===== config.mk =====
export PLATFORM = sky130hd
export DESIGN_NAME = axis_bit_corr_cfg
export DESIGN_NICKNAME = d
export VERILOG_FILES = /design/src/rtl/axis_bit_corr_cfg.sv
export SDC_FILE = /design/constraint.sdc
export NUM_CORES = 1
export LEC_CHECK = 0
export ABC_AREA = 1
export CAP_MARGIN = 10
export CORE_MARGIN = 10
export CORE_UTILIZATION = 50
export DETAILED_ROUTE_END_ITERATION = 10
export PLACE_DENSITY_LB_ADDON = 0.25
export SETUP_SLACK_MARGIN = 0.2
export SYNTH_ARGS = -nofsm -noshare
export SYNTH_HDL_FRONTEND = slang
export SYNTH_SLANG_ARGS = --single-unit

===== constraint.sdc =====
create_clock -name clk -period 4.4 [get_ports clk]
set_input_delay 0.66 -clock clk [delete_from_list [all_inputs] [get_ports clk]]
set_output_delay 0.66 -clock clk [all_outputs]
set_load 0.02 [all_outputs]

===== src/rtl/axis_bit_corr_cfg.sv =====
// axis_bit_corr_cfg: per-channel +/-1 sequence correlator with coefficients
// that can be loaded at run time. Every accepted input beat updates each
// channel's sample history. The block then emits one output beat per
// correlator k, with tdest = k and tlast on the final correlator.
//
// Ports:
//   clk, rst_n                        clock, synchronous active-low reset
//   s_axis_tvalid/tready/tdata        NUM_PARALLEL signed samples per beat
//   cfg_valid/ready, cfg_sel/data     coefficient write (bit=1 -> +1, 0 -> -1)
//   m_axis_tvalid/tready/tdata        NUM_PARALLEL results per beat
//   m_axis_tdest, m_axis_tlast        correlator index, last-correlator flag
module axis_bit_corr_cfg #(
  parameter int unsigned NUM_PARALLEL = 4,
  parameter int unsigned WAVE_WIDTH   = 6,
  parameter int unsigned ADDER_WIDTH  = 8,
  parameter int unsigned NUM_CORRS    = 2,
  parameter int unsigned CORR_LENGTH  = 4,
  parameter logic [NUM_CORRS*CORR_LENGTH-1:0] CORR_INIT = '0,
  parameter bit          SATURATE     = 1'b1,
  localparam int unsigned CW = (NUM_CORRS > 1) ? $clog2(NUM_CORRS) : 1
) (
  input  logic                                clk,
  input  logic                                rst_n,
  input  logic                                s_axis_tvalid,
  output logic                                s_axis_tready,
  input  logic [WAVE_WIDTH*NUM_PARALLEL-1:0]  s_axis_tdata,
  input  logic                                cfg_valid,
  output logic                                cfg_ready,
  input  logic [CW-1:0]                       cfg_sel,
  input  logic [CORR_LENGTH-1:0]              cfg_data,
  output logic                                m_axis_tvalid,
  input  logic                                m_axis_tready,
  output logic [ADDER_WIDTH*NUM_PARALLEL-1:0] m_axis_tdata,
  output logic [CW-1:0]                       m_axis_tdest,
  output logic                                m_axis_tlast
);

  localparam int unsigned ACC_WIDTH = WAVE_WIDTH + $clog2(CORR_LENGTH) + 1;
  localparam int unsigned EXT_W     = (ACC_WIDTH > ADDER_WIDTH) ? ACC_WIDTH : ADDER_WIDTH;
  localparam logic [CW-1:0] K_LAST  = CW'(NUM_CORRS - 1);
  // Clamp limits held in the wider of the two widths; ~max is min there.
  localparam logic signed [EXT_W-1:0] SAT_HI =
    EXT_W'((64'd1 << (ADDER_WIDTH - 1)) - 64'd1);
  localparam logic signed [EXT_W-1:0] SAT_LO = ~SAT_HI;

  typedef enum logic {IDLE, RUN} state_t;

  state_t                         state_q, state_d;
  logic [CW-1:0]                  k_q, k_d;
  logic                           load_c;
  logic                           slot_free_c;
  logic                           s_accept_c;
  logic                           cfg_accept_c;
  logic signed [WAVE_WIDTH-1:0]   hist_q [NUM_PARALLEL][CORR_LENGTH];
  logic [CORR_LENGTH-1:0]         coef_q [NUM_CORRS];
  logic [CORR_LENGTH-1:0]         coef_sel_c;
  logic signed [ACC_WIDTH-1:0]    acc_c  [NUM_PARALLEL];
  logic [ADDER_WIDTH*NUM_PARALLEL-1:0] sum_c;

  // Fit the full-precision sum into the output width (clamp or wrap).
  function automatic logic [ADDER_WIDTH-1:0] fit_out(input logic signed [ACC_WIDTH-1:0] a);
    logic signed [EXT_W-1:0] v;
    v = EXT_W'(a);
    if (SATURATE) begin
      if (v > SAT_HI)      v = SAT_HI;
      else if (v < SAT_LO) v = SAT_LO;
    end
    return ADDER_WIDTH'(v);
  endfunction

  // Both input ports are open only in IDLE and never while reset is asserted.
  assign s_axis_tready = rst_n & (state_q == IDLE);
  assign cfg_ready     = rst_n & (state_q == IDLE);
  assign s_accept_c    = s_axis_tvalid & s_axis_tready;
  assign cfg_accept_c  = cfg_valid & cfg_ready;
  assign slot_free_c   = ~m_axis_tvalid | m_axis_tready;

  // FSM state register.
  always_ff @(posedge clk) begin
    if (!rst_n) begin
      state_q <= IDLE;
      k_q     <= '0;
    end else begin
      state_q <= state_d;
      k_q     <= k_d;
    end
  end

  // Next state: walk k across the correlators whenever the output slot frees up.
  always_comb begin
    state_d = state_q;
    k_d     = k_q;
    load_c  = 1'b0;
    unique case (state_q)
      IDLE: begin
        if (s_accept_c) begin
          state_d = RUN;
          k_d     = '0;
        end
      end
      RUN: begin
        if (slot_free_c) begin
          load_c = 1'b1;
          if (k_q == K_LAST) begin
            state_d = IDLE;
            k_d     = '0;
          end else begin
            k_d = k_q + CW'(1);
          end
        end
      end
      default: begin
        state_d = IDLE;
        k_d     = '0;
      end
    endcase
  end

  // Sample histories and coefficient table.
  always_ff @(posedge clk) begin
    if (!rst_n) begin
      for (int p = 0; p < NUM_PARALLEL; p++)
        for (int i = 0; i < CORR_LENGTH; i++)
          hist_q[p][i] <= '0;
      for (int k = 0; k < NUM_CORRS; k++)
        coef_q[k] <= CORR_INIT[k*CORR_LENGTH +: CORR_LENGTH];
    end else begin
      if (s_accept_c) begin
        for (int p = 0; p < NUM_PARALLEL; p++) begin
          hist_q[p][0] <= s_axis_tdata[p*WAVE_WIDTH +: WAVE_WIDTH];
          for (int i = 1; i < CORR_LENGTH; i++)
            hist_q[p][i] <= hist_q[p][i-1];
        end
      end
      // Out-of-range selectors are accepted but write nothing.
      if (cfg_accept_c && (32'(cfg_sel) < NUM_CORRS))
        coef_q[cfg_sel] <= cfg_data;
    end
  end

  // Correlation sum for the current k; samples are widened before negation.
  always_comb begin
    coef_sel_c = coef_q[k_q];
    sum_c      = '0;
    for (int p = 0; p < NUM_PARALLEL; p++) begin
      acc_c[p] = '0;
      for (int i = 0; i < CORR_LENGTH; i++) begin
        if (coef_sel_c[i]) acc_c[p] = acc_c[p] + ACC_WIDTH'(hist_q[p][i]);
        else               acc_c[p] = acc_c[p] - ACC_WIDTH'(hist_q[p][i]);
      end
      sum_c[p*ADDER_WIDTH +: ADDER_WIDTH] = fit_out(acc_c[p]);
    end
  end

  // Output register; holds its contents while the consumer stalls.
  always_ff @(posedge clk) begin
    if (!rst_n) begin
      m_axis_tvalid <= 1'b0;
      m_axis_tdata  <= '0;
      m_axis_tdest  <= '0;
      m_axis_tlast  <= 1'b0;
    end else if (load_c) begin
      m_axis_tvalid <= 1'b1;
      m_axis_tdata  <= sum_c;
      m_axis_tdest  <= k_q;
      m_axis_tlast  <= (k_q == K_LAST);
    end else if (m_axis_tready) begin
      m_axis_tvalid <= 1'b0;
    end
  end

endmodule


# After elaboration in Yosys (flattened, before gate mapping)
# Memories as Yosys holds them, arrays and structs flattened. A register that Yosys moved wholly into a read port is not among the register bits.
# Cells that the tools add are included.
# op_classes
addsub	29
magnitude_cmp	8
n_eq_ne	2
n_mux	63
n_bitwise	22
n_reduce_logical	3
# op_table
cell	n
$mux W9	16
$add A9 B6 Y9	12
$sub A9 B6 Y9	12
$mux W6	16
$mux W8	8
$gt A9 B8 Y1 const B	4
$lt A9 B8 Y1 const B	4
$sub A1 B6 Y7 const A	4
$mux W1	20
$or A1 B1 Y1	17
$mux W4	1
$pmux W1 S2	2
$reduce_or A4 Y1	1
$and A1 B1 Y1	3
$ne A2 B1 Y1 const B	1
$ne A2 B2 Y1 const B	1
$not A1 Y1	2
$reduce_and A2 Y1	1
$reduce_bool A2 Y1	1
$add A1 B1 Y1 const B	1
# word_totals
reg_bits	36
ramBits	104
inputBits	34
out_inout_bits	37
wordCells	134
memories	2
# mem_list
memory	words	width	read_ports	rd_clocked_by_memory_dff	wr	line	text
hist_q	4	24	4	0	4	54	logic signed [WAVE_WIDTH-1:0] hist_q [NUM_PARALLEL][CORR_LENGTH];
coef_q	2	4	1	1	2	55	logic [CORR_LENGTH-1:0] coef_q [NUM_CORRS];

# Longest topological paths before layout
# Gate-level depths: netlist (run 1).
# An unclocked memory read counts as a cell.
# depth
ltp_word	12
mapped_depth	33
mapped_depth_nobuf	32

# Least setup slack after synthesis (run 1)
# OpenSTA, ideal clock, no wires.
# synth_path
path_type	flip-flop to flip-flop
from	reg (tool-made name)
to	reg m_axis_tdata[24]
setup_time_ps	71
arrival_ps	4330
required_ps	4329
setup_slack_ps	-2
path_stages_with_launch	34
n_path_buf	1
synth_period_minus_slack_ps	4402
path_cell_list	dfxtp_1 -> inv_2 -> nand2_2 -> nand2_4 -> inv_1 -> buf_1 -> nor2_1 -> xor2_1 -> ha_1 -> a21oi_1 -> nand2_1 -> a21oi_1 -> o21bai_1 -> xnor2_1 -> inv_1 -> ha_1 -> inv_1 -> o21ai_0 -> xnor2_1 -> inv_1 -> ha_1 -> nand2_1 -> nor3_1 -> nand2_1 -> o211ai_1 -> xor2_1 -> inv_1 -> nand3_1 -> nand2_2 -> nand2_4 -> nand2_1 -> inv_1 -> nand2_1 -> a21oi_1
# synth_lines
item	line	text
end signal, assigned	164	m_axis_tdata <= sum_c;
end, declared	33	output logic [ADDER_WIDTH*NUM_PARALLEL-1:0] m_axis_tdata,

==> summary.md, run 1 <==
| Metric | Value |
|---|---|
| Failing checks | `setup timing` |
| Simple-Gate Fraction of Synth Area | `0.231` |
| Clk slew on worst S/H paths | `0.07 ns` |
| Internal reg-to-reg setup slack | `-0.22 ns` |
| Crit-path slowest cell | `edfxtp_1` |
| H-tree Lvls | `4` |
| Min cycle time layout | `4.62 ns` |
| I/O pin count | `71` |
| Post-DRT Antenna Nets | `0` |
| Min-delay src | `m_axis_tdata[24]` |
| Area leader, netlist | `edfxtp_1` |
| CTS tree | `done` |
| Worst EP required | `4.76 ns` |
| Drt first pass iters | `6` |
| Yosys Warn Count | `0` |
| Vias in the first global route | `9949` |
| Largest stage delay, worst path | `0.39 ns` |
| Die X | `173 um` |
| Die ar. | `29800 um2` |
| Dpl ws | `-0.126 ns` |
| Worst reg2reg startpoint | `coef_q[0][1]` |
| Multi-input logic area | `7470 um2` |
| DP Wirelength | `19.6 mm` |
| Drt wl/cell | `13.8 um` |
| Clock Sink Count | `141` |
| Sequential share of the synthesized area | `0.332` |
| Critical path launch point type | `flip-flop` |
| Max Clock Freq | `0.217 GHz` |
| Worst skew pair latency | `0.43 ns` |
| Critical Path AT | `4.98 ns` |
| Cts bufs inserted | `17` |
| Layout Nets | `1840` |
| Largest net degree at the start of global routing | `97` |
| Max Cap Viol | `0` |
| First-pass GRT wire length | `44.8 mm` |
| Post-Syn Area | `11600 um2` |
| Max clock buf depth | `2` |
| Final worst setup slack | `-0.217 ns` |
| Starting density of the core | `0.511` |
| Commonest non-fill, non-tap cell in the layout | `nand2_1` |
| Endpoint of the worst hold path | `m_axis_tdata[24]` |
| Tightest Pin Transition | `1.02 ns` |
| Fill cells | `1849` |
| Post-Syn Instances | `1522` |
| Initial antenna violation count | `0` |
| Drt via density | `5.08` |
| RSZ-0062 raised after global routing | `yes` |
| Synth top area cells | `edfxtp_1 27%, ha_1 12%, nand2_1 8.5%` |
| Routed vias | `10200` |
| ANT cells | `0` |
| Synthesized flop and latch total | `141` |
| CORE AREA | `22800 um2` |
| Gpl congestion | `0.838` |
| CP Capture Type | `flip-flop` |
| XOR/XNOR share of the synthesized area | `0.0902` |
| Status | `finished with violations` |
| Largest family of logic cells by synthesized area | `simple AND/OR/NAND/NOR gates` |
| Most frequent cell on the critical path | `nand2_2` |
| Post-synthesis compound-gate area fraction | `0.111` |
| Fin. Hold Viols | `0` |
| Final period util | `1.05` |
| Fin Setup TNS | `-2.10 ns` |
| Synthesized area per cell | `7.64 um2` |
| Sequential Area | `3870 um2` |
| IO buf count | `70` |
| Remaining DRCs | `0` |
| FF-to-FF End | `m_axis_tdata[12]` |
| DRT iter0 DRCs | `824` |
| Worst Skew | `0.0131 ns` |
| Synth top area share | `0.268` |
| Max-Slew Margin vs Limit | `0.323` |
| Commonest non-fill, non-tap cells in the layout | `239 x nand2_1, 231 x inv_1, 181 x nor2_1, 104 x edfxtp_1, 101 x nand3_1` |
| # rows | `55` |
| Hold Path Cell Cnt | `2` |
| Root buffer cell | `clkbuf_16` |
| P&R area growth vs syn | `27.4%` |
| Final wirelength | `27.7 mm` |
| Post-synthesis net count | `1680` |
| Hold Path Class | `reg -> reg` |
| Share of layout cells above drive strength 1 | `0.200` |
| Die height | `173 um` |
| Endpoints failing setup | `19` |
| Mux share of post-synthesis cell area | `0` |
| Worst R2R Path Depth | `31` |
| GRT Util Overall | `0.175` |
| CP Class | `reg -> reg` |
| Post-synthesis adder-cell area fraction | `0.141` |
| Largest fanout on the critical path | `5` |
| Slew Viols, Final | `0` |
| Cell variety after synth | `41` |
| GRT overflow | `0` |
## critical path: cells and delay by family, from the launching register on
kind | cells | cell delay [ns]
compound gates | 6 | 0.78
simple gates | 12 | 1.21
xor+xnor | 4 | 0.66
buf+inv | 6 | 0.63
flops | 1 | 0.39
fa+ha+maj | 3 | 0.87
## registers in the layout (all words and copies together) (netlist names), named ones only
| signal | cells |
|---|---|
| hist_q | 96 |
| m_axis_tdata | 32 |
| coef_q | 8 |
| k_q | 1 |
| m_axis_tlast | 1 |
| m_axis_tvalid | 1 |
| state_q | 1 |
## per-layer routing
| metal | share of wire | global-route usage | wire length, um |
|---|---|---|---|
| met4 | 0.0095 | 0.0424 | 263 |
| met5 | 0 | 0 | 0 |
| met3 | 0.048 | 0.0359 | 1320 |
| met2 | 0.46 | 0.285 | 12800 |
| met1 | 0.48 | 0.232 | 13300 |
## per-stage QoR
step	util	cell area, um2	std cells	hold WS, ns
after floorplan	-	11600	1522	0.466
after detailed placement	0.575	13100	1935	0.457
final	0.651	14800	2008	0.470
after global routing	0.651	14800	2008	0.494
after global placement	0.575	13100	1935	0.456
after CTS	0.622	14200	1991	0.467
## Yosys cell counts (all sizes together)
cell    number
nand4        5
o21ai       57
nor2       194
or2          9
o31ai        2
xnor2       32
a21boi       1
inv        254
nor3        21
o311ai       1
clkbuf      18
nand3b       5
fa          12
buf         11
o221ai       1
a31oi        6
o21a         1
ha         112
nand3      111
xor2        87
o21bai      15
nand2      281
a21o         2
a21oi      134
dfxtp       37
o211ai       9
edfxtp     104
## final cells by class
type | instances | area share
multi-input combinational | 1098 | 0.504
sequential | 141 | 0.261
timing repair buffer | 169 | 0.103
inverter | 254 | 0.0649
clock buffer | 17 | 0.0287
tap | 313 | 0.0264
clock inverter | 15 | 0.0113
timing repair inverter | 1 | 0.000506
## worst max path at each step
| stage | startpoint | to | slack, ns | cells past startpoint |
|---|---|---|---|---|
| 2_1_floorplan | flip-flop | m_axis_tdata[24] | 0.22 | 33 |
| 3_3_place_gp | coef_q[0][0] | m_axis_tdata[9] | -0.006 | 30 |
| 3_5_place_dp | coef_q[0][0] | m_axis_tdata[29] | -0.13 | 29 |
| 4_1_cts | coef_q[0][1] | m_axis_tdata[4] | -0.04 | 29 |
| 5_1_grt | coef_q[0][1] | m_axis_tdata[11] | -0.49 | 31 |
| 6_report | coef_q[0][1] | m_axis_tdata[12] | -0.22 | 31 |
## cells by family (layout without fill, tap and decap cells)
group / after synthesis / in the layout
and+or+nand+nor: 626 / 626
DFF: 141 / 141
buffers and inverters: 283 / 456
adders and majority gates: 124 / 124
AOI/OAI and AO/OA: 229 / 229
xor gates and xnor gates: 119 / 119
## what timing repair did
item                       in CTS  in global routing
setup endpoints to repair      32                 32
pin swaps                      49                 77
gates cloned                    1                  0
hold buffers                    0                  0
setup buffers                  23                 17
resized for setup              77                 98
Power of run 1 is not shown: default switching activity piles up to over one toggle a cycle in this logic, so the estimate is an artifact.
==> inputs of run 2 (changes only) <==
--- a/config.mk
+++ b/config.mk
@@ -10,6 +10,7 @@
 export CORE_MARGIN = 10
 export CORE_UTILIZATION = 50
 export DETAILED_ROUTE_END_ITERATION = 10
+export DONT_BUFFER_PORTS = 1
 export PLACE_DENSITY_LB_ADDON = 0.25
 export SETUP_SLACK_MARGIN = 0.2
 export SYNTH_ARGS = -nofsm -noshare
==> constraint.sdc (replaced) <==
create_clock -name clk -period 5.5 [get_ports clk]
set_input_delay 0.825 -clock clk [delete_from_list [all_inputs] [get_ports clk]]
set_output_delay 0.825 -clock clk [all_outputs]
set_load 0.02 [all_outputs]
==> summary.md, run 2 (synthesis results as in run 1) <==
| Metric | Value |
|---|---|
| Max clock buf depth | `2 (unchanged)` |
| Max reg flops | `96 (unchanged)` |
| Worst Skew | `0.0122 ns (-0.000920 ns)` |
| Share of layout cells above drive strength 1 | `0.0692 (-0.131)` |
| Layout Nets | `1676 (-8.9%)` |
| CTS tree | `done` |
| Setup bufs post-CTS | `0 (-100%)` |
| Pwr dens | `682 nW/um2` |
| Die X | `173 um (unchanged)` |
| Die height | `173 um (unchanged)` |
| Hold Path Class | `reg -> reg` |
| Most frequent cell on the critical path | `nand2_1` |
| Drt first pass iters | `5 (-1)` |
| Critical path launch point type | `flip-flop` |
| Root buffer cell | `clkbuf_16` |
| Largest regs | `hist_q x96, m_axis_tdata x32, coef_q x8` |
| Commonest non-fill, non-tap cells in the layout | `261 x nand2_1, 241 x inv_1, 186 x nor2_1, 119 x a21oi_1, 112 x ha_1` |
| Pleak | `6.15 nW` |
| # resized after CTS | `0 (-100%)` |
| Crit-path slowest cell | `dfxtp_1` |
| RSZ-0062 raised after global routing | `no` |
| GRT overflow | `0 (unchanged)` |
| Drt wl/cell | `13.2 um (-4.7%)` |
| Largest net degree at the start of global routing | `98 (+1.0%)` |
| ANT cells | `0 (unchanged)` |
| Clock power frac | `0.135` |
| Initial antenna violation count | `0 (unchanged)` |
| Slew Viols, Final | `0 (unchanged)` |
| Largest fanout on the critical path | `10 (+5)` |
| Die ar. | `29800 um2 (unchanged)` |
| Final wirelength | `24.3 mm (-12%)` |
| Total Power | `0.00855 W` |
| Routed vias | `9161 (-10%)` |
| Status | `finished clean` |
| Switching share of total power | `0.501` |
| Power Internal | `0.00427 W` |
| Max Cap Viol | `0 (unchanged)` |
| GRT Util Overall | `0.161 (-0.0136)` |
| Final period util | `0.874 (-0.175)` |
| Post-DRT Antenna Nets | `0 (unchanged)` |
| Remaining DRCs | `0 (unchanged)` |
| DP Wirelength | `19.1 mm (-2.6%)` |
| CP Capture Type | `flip-flop` |
| CP Class | `reg -> reg` |
| Clock Sink Count | `141 (unchanged)` |
| Fill cells | `2161 (+17%)` |
| Cts hold-fix bufs | `0 (unchanged)` |
| Largest stage delay, worst path | `0.44 ns (+0.05 ns)` |
| Commonest non-fill, non-tap cell in the layout | `nand2_1` |
| Starting density of the core | `0.511 (unchanged)` |
| Seq pwr share | `0.178` |
| Tightest Pin Transition | `1.04 ns (+0.0270 ns)` |
| Worst EP required | `5.85 ns (+1.09 ns)` |
| Endpoints failing setup | `0 (-19)` |
| P&R area growth vs syn | `7.76%` |
| Min cycle time layout | `4.81 ns (+0.192 ns)` |
| Worst VDD drop | `0.354 mV` |
| Cts bufs inserted | `17 (unchanged)` |
| I/O pin count | `71 (unchanged)` |
| Clk slew on worst S/H paths | `0.06 ns (about the same)` |
| First-pass GRT wire length | `40.8 mm (-8.9%)` |
| Critical Path AT | `5.16 ns (+0.18 ns)` |
| Max-Slew Margin vs Limit | `0.305 (-0.0180)` |
| Fin Setup TNS | `0 ns (+2.10 ns)` |
| Max Clock Freq | `0.208 GHz (-4.0%)` |
| Fin. Hold Viols | `0 (unchanged)` |
| Most flops, register | `hist_q` |
| Vias in the first global route | `8679 (-13%)` |
| Gpl congestion | `0.850 (+1.5%)` |
| H-tree Lvls | `4 (unchanged)` |
| # rows | `55 (unchanged)` |
| Power share of the combinational group | `0.687` |
| P_sw | `0.00428 W` |
| DRT iter0 DRCs | `676 (-18%)` |
| CORE AREA | `22800 um2 (unchanged)` |
| Worst skew pair latency | `0.43 ns (about the same)` |
| IO buf count | `0 (-100%)` |
| Drt via density | `4.97 (-2.1%)` |
[run 2: area by class of cell]
| cell class | instances | area (um2) | area share |
|---|---|---|---|
| clock inverters | 15 | 160 | 0.0128 |
| clock buffers | 17 | 425 | 0.0339 |
| inverters | 254 | 957 | 0.0763 |
| well taps | 313 | 392 | 0.0312 |
| multi-input cells | 1098 | 6700 | 0.534 |
| flip-flops and latches | 141 | 3860 | 0.308 |
| repair buffers | 6 | 45.0 | 0.00359 |
[run 2: critical path, delay by kind of cell, from the launching register on]
kind / cells / cell delay [ns]
fa+ha+maj: 3 / 0.98
compound gates: 6 / 0.82
simple gates: 13 / 1.40
flops: 1 / 0.44
xor+xnor: 4 / 0.72
buf+inv: 4 / 0.38
[run 2: power by group through the flow]
stage	Clock [W]	Sequential, W	Combinational, W
finish	0.00116	0.00152	0.00587
CTS	0.00117	0.00152	0.00588
detailed placement	0	0.00154	0.00585
global placement	0	0.00154	0.00575
floorplan	0	0.00151	0.00483
global route	0.00123	0.00154	0.00674
[run 2: final timing paths]
check | endpoint | start | slack, ns | depth (start not counted)
worst max-delay path | m_axis_tdata[9] | flip-flop | 0.69 | 30
worst min-delay path | m_axis_tlast | k_q | 0.51 | 2
worst max register to register | m_axis_tdata[9] | flip-flop | 0.69 | 30
worst min register to register | m_axis_tlast | k_q | 0.51 | 2
[run 2: metal layers]
metal  track usage  part of all wire  up-vias
met5             0                 0        -
met3        0.0359             0.060       10
met1         0.230              0.52     4002
met4        0.0402            0.0067        0
met2         0.241              0.41      202
li1              -                 -     4947
[run 2: stage by stage]
| stage | setup slack (ns) | instances | hold slack (ns) | util | area [um2] |
|---|---|---|---|---|---|
| finish | 0.691 | 1844 | 0.513 | 0.550 | 12500 |
| floorplan | 0.999 | 1522 | 0.466 | - | 11600 |
| global route | 0.213 | 1844 | 0.519 | 0.550 | 12500 |
| CTS | 0.648 | 1844 | 0.515 | 0.550 | 12500 |
| detailed placement | 0.706 | 1812 | 0.505 | 0.525 | 11900 |
| global placement | 0.844 | 1812 | 0.507 | 0.525 | 11900 |
Power figures use the tool's default switching activity.
==> inputs of run 3 (changes only) <==
--- a/config.mk
+++ b/config.mk
@@ -7,6 +7,8 @@
 export LEC_CHECK = 0
 export ABC_AREA = 1
 export CAP_MARGIN = 10
+export CELL_PAD_IN_SITES_DETAIL_PLACEMENT = 0
+export CELL_PAD_IN_SITES_GLOBAL_PLACEMENT = 1
 export CORE_MARGIN = 10
 export CORE_UTILIZATION = 50
 export DETAILED_ROUTE_END_ITERATION = 10
==> summary.md, run 3 (synthesis results as in run 1) <==
| Metric | Value |
|---|---|
| Status | `finished clean` |
| Share of layout cells above drive strength 1 | `0.0705 (+0.00131)` |
| Worst VDD drop | `0.421 mV (+19%)` |
| Max Cap Viol | `0 (unchanged)` |
| GRT overflow | `0 (unchanged)` |
| Cts hold-fix bufs | `0 (unchanged)` |
| Final wirelength | `24.3 mm (+0.25%)` |
| First-pass GRT wire length | `42.0 mm (+2.9%)` |
| Met1 WL | `13.4 mm (+5.0%)` |
| Pleak | `6.15 nW (about the same)` |
| Setup bufs post-CTS | `0 (unchanged)` |
| Most flops, register | `hist_q` |
| Met3 WL | `1.26 mm (-13%)` |
| Fin Setup TNS | `0 ns (unchanged)` |
| Min cycle time layout | `4.65 ns (-0.157 ns)` |
| Clk slew on worst S/H paths | `0.06 ns (about the same)` |
| Cell area after layout | `12600 um2 (+0.23%)` |
| Largest regs | `hist_q x96, m_axis_tdata x32, coef_q x8` |
| Remaining DRCs | `0 (unchanged)` |
| Max reg flops | `96 (unchanged)` |
| CORE AREA | `22800 um2 (unchanged)` |
| Worst EP required | `5.86 ns (about the same)` |
| CP Capture Type | `flip-flop` |
| Commonest non-fill, non-tap cells in the layout | `261 x nand2_1, 241 x inv_1, 186 x nor2_1, 119 x a21oi_1, 112 x ha_1` |
| Drt via density | `4.88 (-1.8%)` |
| Cts bufs inserted | `17 (unchanged)` |
| Root buffer cell | `clkbuf_16` |
| Drt wl/cell | `13.2 um (+0.25%)` |
| Largest net degree at the start of global routing | `98 (unchanged)` |
| Commonest non-fill, non-tap cell in the layout | `nand2_1` |
| DP Wirelength | `19.5 mm (+2.2%)` |
| Worst Skew | `0.0135 ns (+0.00128 ns)` |
| Fin. Hold Viols | `0 (unchanged)` |
| Fill cells | `2174 (+0.60%)` |
| Layout Nets | `1676 (unchanged)` |
| Multi-input logic area | `6700 um2 (unchanged)` |
| Final period util | `0.846 (-0.0286)` |
| # rows | `55 (unchanged)` |
| Tightest Pin Transition | `1.04 ns (-0.000603 ns)` |
| IO buf count | `0 (unchanged)` |
| Max-Slew Margin vs Limit | `0.305 (+0.000402)` |
| Slew Viols, Final | `0 (unchanged)` |
| Gpl congestion | `0.849 (-0.21%)` |
| Critical path launch point type | `flip-flop` |
| DP Area | `11900 um2 (unchanged)` |
| # resized after CTS | `0 (unchanged)` |
| ANT cells | `0 (unchanged)` |
| Largest fanout on the critical path | `22 (+12)` |
| Endpoints failing setup | `0 (unchanged)` |
| Post-DRT Antenna Nets | `0 (unchanged)` |
| WL met2 | `9.57 mm (-3.8%)` |
| Die X | `173 um (unchanged)` |
| Sequential Area | `3860 um2 (about the same)` |
| Routed vias | `8997 (-1.8%)` |
| Clock Sink Count | `141 (unchanged)` |
| Critical Path AT | `5.01 ns (-0.15 ns)` |
| Worst skew pair latency | `0.43 ns (about the same)` |
| Max Clock Freq | `0.215 GHz (+3.4%)` |
| RSZ-0062 raised after global routing | `no` |
| H-tree Lvls | `4 (unchanged)` |
| Hold Path Class | `reg -> reg` |
| Top Metal Used | `met4` |
| Pwr dens | `689 nW/um2 (+1.0%)` |
| Die ar. | `29800 um2 (unchanged)` |
| Vias in the first global route | `8648 (-0.36%)` |
| I/O pin count | `71 (unchanged)` |
| Starting density of the core | `0.511 (unchanged)` |
| Max clock buf depth | `2 (unchanged)` |
| Internal reg-to-reg setup slack | `0.85 ns (+0.16 ns)` |
| P&R area growth vs syn | `8.01%` |
| Drt first pass iters | `5 (unchanged)` |
| CP Class | `reg -> reg` |
| Initial antenna violation count | `0 (unchanged)` |
| CTS tree | `done` |
| DRT iter0 DRCs | `537 (-21%)` |
| Die height | `173 um (unchanged)` |
| GRT Util Overall | `0.165 (+0.00329)` |
[run 3: cell count changes in the layout (fill, tap and decap cells not counted)]
cell,previous run,this run
clkinv_1,2,0
clkinvlp_4,3,5
o21ai_0,49,51
o21ai_1,7,5
bufinv_16,2,3
clkbuf_1,0,1
clkinv_2,1,0
dfxtp_1,37,36
dfxtp_2,0,1
inv_6,5,4
[run 3: where the power goes]
group	leakage (nW)	internal [W]	total, W	switching [W]
registers	1.40	0.00130	0.00152	0.000213
clock network	0.286	0.000723	0.00120	0.000473
logic	4.46	0.00229	0.00594	0.00365
[run 3: path summary, 6_finish.rpt]
path / startpoint / to / cells after the start
hold reg to reg: k_q / m_axis_tlast / 2
hold / removal: k_q / m_axis_tlast / 2
setup / recovery: flip-flop / m_axis_tdata[11] / 27
setup reg to reg: flip-flop / m_axis_tdata[11] / 27
[run 3: final cells by class]
type	count	area share
Timing Repair Buffer	6	0.00358
Sequential cell	141	0.308
Multi-Input combinational cell	1098	0.533
Inverter	254	0.0762
Clock inverter	14	0.0146
Clock buffer	18	0.0341
Tap cell	313	0.0312
[run 3: layer usage]
metal,track usage,vias to the layer above
met1,0.249,3907
met5,0,-
met3,0.0392,10
met4,0.0272,0
met2,0.232,151
li1,-,4929
[run 3: through the flow]
step / setup WS (ns) / hold slack [ns] / util / cells / power, W
after detailed placement: 0.742 / 0.503 / 0.525 / 1812 / 0.00748
after global placement: 0.855 / 0.502 / 0.525 / 1812 / 0.00738
final: 0.848 / 0.516 / 0.552 / 1844 / 0.00865
after floorplan: 0.999 / 0.466 / - / 1522 / 0.00634
after global routing: 0.236 / 0.526 / 0.552 / 1844 / 0.00967
after CTS: 0.698 / 0.514 / 0.551 / 1844 / 0.00870
[run 3: worst max-delay path: stages (launching register included)]
cell and delay [ns]:
dfxtp_2 0.39, inv_2 0.09, nand2_1 0.08, nand2_2 0.25, o21ai_0 0.47, ha_1 0.32, nand3_1 0.08, nand2_1 0.08
xnor2_1 0.14, inv_1 0.06, ha_1 0.33, a21oi_1 0.17, nand2_1 0.11, a21oi_1 0.14, o21ai_0 0.11, xnor2_1 0.17
inv_1 0.07, ha_1 0.35, nand2_1 0.09, nor3_1 0.13, nand2_1 0.07, o211ai_1 0.10, xor2_1 0.18, nand3b_1 0.16
nand3b_1 0.16, nand2_1 0.11, inv_2 0.05, a21oi_1 0.13
